**src/rtl/next_pc_ctrl.sv**
```systemverilog
// next_pc_ctrl: fetch PC register, EX-stage branch resolution and redirect, perf counters.
// Define NEXT_PC_BTB_EN to add a direct-mapped BTB with 2-bit counters; otherwise static not-taken.
module next_pc_ctrl #(
  parameter int XLEN = 32,
  parameter int BTB_ENTRIES = 16,
  parameter logic [XLEN-1:0] RESET_PC = 32'h4000_0000
) (
  input  logic            clk,
  input  logic            rst_n,
  input  logic            stall,
  input  logic            ex_valid,
  input  logic [31:0]     ex_inst,
  input  logic [XLEN-1:0] ex_pc,
  input  logic [XLEN-1:0] ex_target,
  input  logic            BrEq,
  input  logic            BrLt,
  input  logic            ex_pred_taken,
  input  logic [XLEN-1:0] ex_pred_target,
  output logic [XLEN-1:0] pc_f,
  output logic            pred_taken_f,
  output logic [XLEN-1:0] pred_target_f,
  output logic            flush,
  output logic [31:0]     branch_cnt,
  output logic [31:0]     mispredict_cnt
);
  logic [1:0]      sync_q;
  logic            run;
  logic [XLEN-1:0] pc_q, pc_d, pc_inc, actual_next;
  logic [4:0]      opcode;
  logic [2:0]      funct3;
  logic            is_jump, is_br, br_taken, ctrl, taken, mispredict;
  logic [31:0]     branch_q, mispredict_q;

  // Reset asserts asynchronously but releases through two flops; nothing advances until run.
  always_ff @(posedge clk or negedge rst_n)
    if (!rst_n) sync_q <= '0;
    else sync_q <= {sync_q[0], 1'b1};
  assign run = sync_q[1];

  assign opcode = ex_inst[6:2];
  assign funct3 = ex_inst[14:12];
  assign is_jump = opcode == 5'b11011 || opcode == 5'b11001;
  assign is_br = opcode == 5'b11000;
  assign br_taken = funct3[2] ? (BrLt ^ funct3[0]) : (!funct3[1] && (BrEq ^ funct3[0]));
  assign ctrl = ex_valid && (is_jump || is_br);
  assign taken = is_jump || (is_br && br_taken);
  assign actual_next = taken ? ex_target : ex_pc + XLEN'(4);
  assign mispredict = run && ctrl && (taken != ex_pred_taken || (taken && ex_target != ex_pred_target));
  assign flush = mispredict;
  assign pc_inc = pc_q + XLEN'(4);
  assign pc_d = mispredict ? actual_next : stall ? pc_q : pred_target_f;

  always_ff @(posedge clk or negedge rst_n)
    if (!rst_n) begin
      pc_q <= RESET_PC;
      branch_q <= '0;
      mispredict_q <= '0;
    end else if (run) begin
      pc_q <= pc_d;
      branch_q <= branch_q + {31'd0, ctrl};
      mispredict_q <= mispredict_q + {31'd0, mispredict};
    end

  assign pc_f = pc_q;
  assign branch_cnt = branch_q;
  assign mispredict_cnt = mispredict_q;

`ifdef NEXT_PC_BTB_EN
  localparam int IDX_W = $clog2(BTB_ENTRIES);
  localparam int TAG_W = XLEN - IDX_W - 2;
  logic [BTB_ENTRIES-1:0] valid_q;
  logic [TAG_W-1:0]       tag_q [BTB_ENTRIES];
  logic [XLEN-1:0]        tgt_q [BTB_ENTRIES];
  logic [1:0]             ctr_q [BTB_ENTRIES];
  logic [IDX_W-1:0]       f_idx, e_idx;
  logic [TAG_W-1:0]       f_tag, e_tag;
  logic                   f_hit, e_hit, upd;
  logic [1:0]             e_ctr;

  assign f_idx = pc_q[IDX_W+1:2];
  assign f_tag = pc_q[XLEN-1:IDX_W+2];
  assign e_idx = ex_pc[IDX_W+1:2];
  assign e_tag = ex_pc[XLEN-1:IDX_W+2];
  assign f_hit = valid_q[f_idx] && tag_q[f_idx] == f_tag;
  assign e_hit = valid_q[e_idx] && tag_q[e_idx] == e_tag;
  assign e_ctr = ctr_q[e_idx];
  assign pred_taken_f = f_hit && ctr_q[f_idx][1];
  assign pred_target_f = pred_taken_f ? tgt_q[f_idx] : pc_inc;
  assign upd = run && ctrl && (taken || e_hit);

  always_ff @(posedge clk or negedge rst_n)
    if (!rst_n) valid_q <= '0;
    else if (upd && taken) valid_q[e_idx] <= 1'b1;

  // Same-index lookup in this cycle reads the old entry: writes land on the edge.
  always_ff @(posedge clk)
    if (upd) begin
      if (taken) begin
        tag_q[e_idx] <= e_tag;
        tgt_q[e_idx] <= ex_target;
      end
      ctr_q[e_idx] <= !taken ? (e_ctr == 2'b00 ? 2'b00 : e_ctr - 2'd1) :
                      e_hit ? (e_ctr == 2'b11 ? 2'b11 : e_ctr + 2'd1) :
                      is_jump ? 2'b11 : 2'b10;
    end
`else
  assign pred_taken_f = 1'b0;
  assign pred_target_f = pc_inc;
`endif
endmodule

```
**config.mk**
```make
export PLATFORM = sky130hd
export DESIGN_NAME = next_pc_ctrl
export DESIGN_NICKNAME = d
export VERILOG_FILES = /design/src/rtl/next_pc_ctrl.sv
export SDC_FILE = /design/constraint.sdc
export NUM_CORES = 1
export LEC_CHECK = 0
export CAP_MARGIN = 20
export CORE_AREA = 2 2 103 105
export CTS_CLUSTER_SIZE = 10
export DETAILED_ROUTE_END_ITERATION = 10
export DIE_AREA = 0 0 105 107
export DONT_BUFFER_PORTS = 1
export GPL_ROUTABILITY_DRIVEN = 0
export PLACE_DENSITY = 0.86
export SETUP_SLACK_MARGIN = 0.1
export SLEW_MARGIN = 40
export SYNTH_ARGS = -nofsm -noshare
export SYNTH_HDL_FRONTEND = slang
export SYNTH_SLANG_ARGS = --single-unit
```
**constraint.sdc**
```tcl
create_clock -name clk -period 4 [get_ports clk]
set_clock_uncertainty 0.15 [all_clocks]
set_input_delay 1.2 -clock clk [delete_from_list [all_inputs] [get_ports clk]]
set_output_delay 1.2 -clock clk [all_outputs]
set_load 0.01 [all_outputs]
```
Word level (Yosys, flattened, before mapping)
Cells that the tools add are included.
Word-level totals
  bits of input ports: 135
  word-level logic and storage cells: 32
  flip-flop bits (word level): 98
  output and inout bits: 130
Cells by class
  eq/ne operators: 6
  multiplexer cells: 4
  reduce and logical (&&, ||, !) cells: 12
  $add $sub $neg: 4
  bitwise operators: 2
Operators with widths (count)
  32-bit 2-to-1 mux: 3
  32-bit by 1-bit adder with 32-bit output: 2
  32-bit by 3-bit adder with 32-bit output, second input constant: 2
  32-bit != test: 1
  5-bit equality test, second input constant: 3
  1-bit logical AND: 6
  1-bit logical OR: 4
  2-bit by 1-bit != test with 1-bit output, second input constant: 1
  2-bit AND reduction: 1
  1-bit bitwise XOR: 2
  1-bit zero test: 1
  1-bit 2-to-1 mux: 1
  1-bit != test: 1

Depth between registers and ports, before layout
Gate-level depths: netlist (run 1).
  word-level depth: 10
  mapped depth: 15
  depth with buffers taken out: 14

Worst setup path after synthesis (run 1)
No wires, ideal clock.
  path type: input-to-reg
  from: input port ex_inst[3]
  to: register mispredict_q[20], in the netlist mispredict_cnt[20]
  stages: 14
  path slack: -104 ps
  buffers on the path: 1
  arrival: 3889 ps
  path through: or4_4 > nand2_1 > o211a_1 > nand2_4 > buf_6 > inv_1 > ha_1 > ha_1 > nand4_1 > nor2_1 > nand4_1 > nand2b_1 > or3_1 > nand2_1
Between the ends
  cells in the longest elaborated chain, start to end: 7
  elaborated cells on any way between the ends: 14
  those cells by class: add/sub: 1; eq/ne: 4; reduce/logical: 9
RTL lines
  start, declared: line 12  | input logic [31:0] ex_inst,
  5-bit equality test (on tied branches): line 42, 43
  1-bit logical OR or 1-bit logical AND (tied branches): line 42, 46
  1-bit logical OR (on tied branches): line 46, 45
  1-bit != test (tied with other cells): line 48  | assign mispredict = run && ctrl && (taken != ex_pred_taken || (taken && ex_target != ex_pred_target));
  1-bit logical OR or 1-bit logical AND (tied branches): line 48
  1-bit logical AND (*): line 48
  net flush: line 22  | output logic flush,
  32-bit by 1-bit adder with 32-bit output (*): line 61  | mispredict_q <= mispredict_q + {31'd0, mispredict};
  end signal, assigned: line 61
  end, declared: line 32  | logic [31:0] branch_q, mispredict_q;
Mark *: on every way through the listed nets, which the timed path passes. The rest lies on a longest branch.
A chain may end at the register's enable or synchronous reset.

Worst setup path in the final report (run 1)
  from: input port ex_pred_target[3]
  to: output port flush
Between the ends
  cells in the longest elaborated chain, start to end: 4
RTL lines
  start, declared: line 18  | input logic [XLEN-1:0] ex_pred_target,
  32-bit != test: line 48
  1-bit logical AND: line 48
  1-bit logical OR: line 48
  1-bit logical AND: line 48
  end, declared: line 22
No other way between the ends.

==> results of run 1 <==
==> layout by cell type, fill, tap and decap left out, types with 5 or more instances in the layout <==
cell and n:
inv_6 5, mux2_1 10, inv_1 9, mux2i_1 37, clkbuf_8 9, mux2_2 9, nor3_1 17, xor2_1 56
xnor2_1 120, nand3_1 41, nor2_1 39, buf_4 13, nand2_1 65, nor4_1 8, and4_1 16, dfrtp_1 96
nand4_1 31, and3_1 17, o211ai_1 8
==> power by group through the flow <==
stage | logic, mW | registers (mW) | clock network, mW
final | 0.549 | 1.41 | 0.599
after global routing | 0.600 | 1.42 | 0.646
after CTS | 0.547 | 1.40 | 0.617
after detailed placement | 0.543 | 1.42 | 0
after global placement | 0.527 | 1.41 | 0
after floorplan | 0.480 | 1.34 | 0
==> worst reg2reg max path, delay by kind of cell (launching register included) <==
kind	cells	cell delay, ps
xor gates and xnor gates	1	160
buffers and inverters	1	300
DFF	1	370
and+or+nand+nor	5	1400
==> timing repair <==
action	4_1_cts	5_1_grt
cloned	0	0
resized for setup	1	2
hold endpoints to repair	0	0
endpoints found under the setup margin	1	2
==> per-layer routing <==
layer,share of wire (%),track usage (%),wire length (um),up-vias
li1,-,-,-,2263
met1,40,34.6,6380,2366
met2,49,48.7,7810,254
met3,8.2,7.05,1310,38
met4,3.3,12.4,535,0
met5,0,0,0,-
==> stage by stage <==
| stage | instance area, sq um | worst slack, ps | utilization, % | std cells |
|---|---|---|---|---|
| finish | 6750 | 209 | 66.8 | 796 |
| global route | 6750 | 113 | 66.8 | 796 |
| detailed placement | 6560 | 100 | 65.0 | 780 |
| CTS | 6740 | 175 | 66.7 | 796 |
| global placement | 6560 | 128 | 65.0 | 780 |
| floorplan | 6430 | 110 | - | 653 |
==> registers in the layout (all words and copies together), names as in the netlist <==
signal and count:
sync_q 2, mispredict_cnt 32, pc_f 32, branch_cnt 32
==> area by class of cell <==
cell class | instances | area (sq um)
well taps | 136 | 170
fillers | 762 | 3350
multi-input cells | 523 | 3800
flip-flops and latches | 98 | 2450
inverters | 10 | 42.5
clock inverters | 7 | 56.3
clock buffers | 9 | 124
repair buffers | 13 | 97.6
==> cell families (layout without fill, tap and decap cells) <==
family	Yosys count	count (layout)	share of synthesized area (%)
adder cells (fa/ha/maj)	6	6	1.18
buffers and inverters	32	39	2.84
AND/OR/NAND/NOR	261	261	21.6
other	2	2	0.118
flip-flops	98	98	38.4
multiplexers	56	56	9.15
AO/OA/AOI/OAI	21	21	2.43
XOR/XNOR	177	177	24.3
==> worst max path at each step <==
stage,cells past startpoint,start,end
3_3_place_gp,14,ex_inst[12],mispredict_cnt[30]$_DFFE_PN0P_
3_5_place_dp,13,ex_inst[14],mispredict_cnt[30]$_DFFE_PN0P_
2_1_floorplan,6,ex_inst[14],flush
4_1_cts,6,pc_f[2]$_DFFE_PN0P_,pred_target_f[28]
5_1_grt,6,pc_f[3]$_DFFE_PN0P_,pred_target_f[28]
6_report,8,ex_pred_target[3],flush
==> results.sh, run 1 <==
export IMPL_antenna_cells=0
export IMPL_critPathLaunchType="input port"
export IMPL_p_sw_mw=0.948
export IMPL_hold_buffers=0
export IMPL_synth_edf_count=0
export IMPL_ys_warn_count=0
export IMPL_post_cts_buffers=0
export IMPL_ys_seq_area_share_pct=38.4
export IMPL_drive_gt1_share_pct=8.33
export IMPL_critPathKind="input port to output pin"
export IMPL_regToRegStartpoint="sync_q[1]$_DFF_PN0_"
export IMPL_hold_path_depth=0
export IMPL_detail_route_wl_per_cell_um=20.1
export IMPL_min_to="sync_q[1]$_DFF_PN0_"
export IMPL_clock_latency_ps=360
export IMPL_cts_buffer_depth=2
export IMPL_grt_first_pass_wirelength_mm=25.5
export IMPL_critPathBufInv=3
export IMPL_cpLargestDelayFamily="simple AND/OR/NAND/NOR gates"
export IMPL_cts_buffers=9
export IMPL_dieArea_sq_um=11200
export IMPL_first_iter_violations=446
export IMPL_p_comb_share_pct=21.5
export IMPL_r2r_end="branch_cnt[28]$_DFFE_PN0P_"
export IMPL_setup_worst_path_end_class="output pin"
export IMPL_critPathSlowestCell="nor4_1"
export IMPL_power_density_nw_per_um2=379
export IMPL_max_stage_delay_ps=320
export IMPL_syn_area_sq_um=6390
export IMPL_path_clk_slew_ps=100
export IMPL_synth_most_common_cell="xnor2_1"
export IMPL_crit_top_cell="buf_4"
export IMPL_report_final_hold_viol_count=0
export IMPL_hold_ws_ps=213
export IMPL_htree_levels=3
export IMPL_synthTopCellsByCount="xnor2_1 (121), dfrtp_1 (97), nand2_1 (65)"
export IMPL_post_route_period_util_pct=94.8
export IMPL_reg2regPathDepth=7
export IMPL_ir_drop_v=0.000215
export IMPL_synthesis_nets=794
export IMPL_r2r_slack_ps=1500
export IMPL_fmax_mhz=264
export IMPL_cap_violations=0
export IMPL_core_sq_um=10100
export IMPL_start_util_pct=63.3
export IMPL_arrival_ps=2440
export IMPL_pwr_share_clk_pct=23.5
export IMPL_p_int_mw=1.61
export IMPL_total_power_mw=2.55
export IMPL_tns_ps=0
export IMPL_grt_max_degree=99
export IMPL_grt_overflow=0
export IMPL_vias=4921
export IMPL_swShare_pct=37.1
export IMPL_syn_inst=653
export IMPL_maxSlewViolCount=0
export IMPL_synth_ff_type="dfrtp_1"
export IMPL_tritoncts="built"
export IMPL_synth_async_reset_ratio_pct=100
export IMPL_die_y_um=107
export IMPL_drcViolationCount=0
export IMPL_num_rows=37
export IMPL_cts_root_buf="clkbuf_8"
export IMPL_dp_hpwl_mm=12.9
export IMPL_p_leak_nw=2.86
export IMPL_setup_viol=0
export IMPL_synth_top_area_share_pct=38.0
export IMPL_worstHoldPathType="flop to flop"
export IMPL_ys_types=47
export IMPL_ioPinCount=265
export IMPL_synthTopCellsByArea="dfrtp_1 (38%), xnor2_1 (17%), xor2_1 (7.7%), mux2i_1 (5.8%), nand2_1 (3.8%)"
export IMPL_critPathMaxFanout=2
export IMPL_rsz0062_at_grt="false"
export IMPL_wirelength_mm=16.0
export IMPL_critical_path_required_ps=2650
export IMPL_first_global_vias=4918
export IMPL_nNetsFinal=796
export IMPL_timing_final_crit_period_ps=3790
export IMPL_seqPwrFrac_pct=55.0
export IMPL_syn_to_final_growth_pct=5.62
export IMPL_syn_area_per_cell_sq_um=9.78
export IMPL_cts_sinks=98
export IMPL_outcome="completed"
export IMPL_first_pass_iters=5
export IMPL_io_buffers=0
export IMPL_track_usage_pct=28.6
export IMPL_yosysTopAreaCell="dfrtp_1"
export IMPL_synth_seq_cells=98
export IMPL_path_cells="xnor2_1 -> buf_4 -> nand4_1 -> nor4_1 -> buf_4 -> nand4_2 -> nand2_4 -> inv_6"
export IMPL_antenna_found_initial=0
export IMPL_tightest_slew_ps=637
export IMPL_relSlewSlack_pct=57.4
export IMPL_viasPerCell=6.18
export IMPL_die_w_um=105
export IMPL_ant_nets=0
export IMPL_min_from="sync_q[0]$_DFF_PN0_"
Power figures use the tool's default switching activity.
==> run 2, diff against run 1 <==
Settings changed: RECOVER_POWER set to 25, SLEW_MARGIN 40 to unset.
==> results of run 2 <==
The final DEF is identical to that of run 1; final timing and power are the same.
==> run 3, diff against run 2 <==
Settings changed: CTS_CLUSTER_SIZE 10 to unset, SKIP_LAST_GASP set to 1.
==> results of run 3 <==
The final DEF is identical to that of run 1; final timing and power are the same.
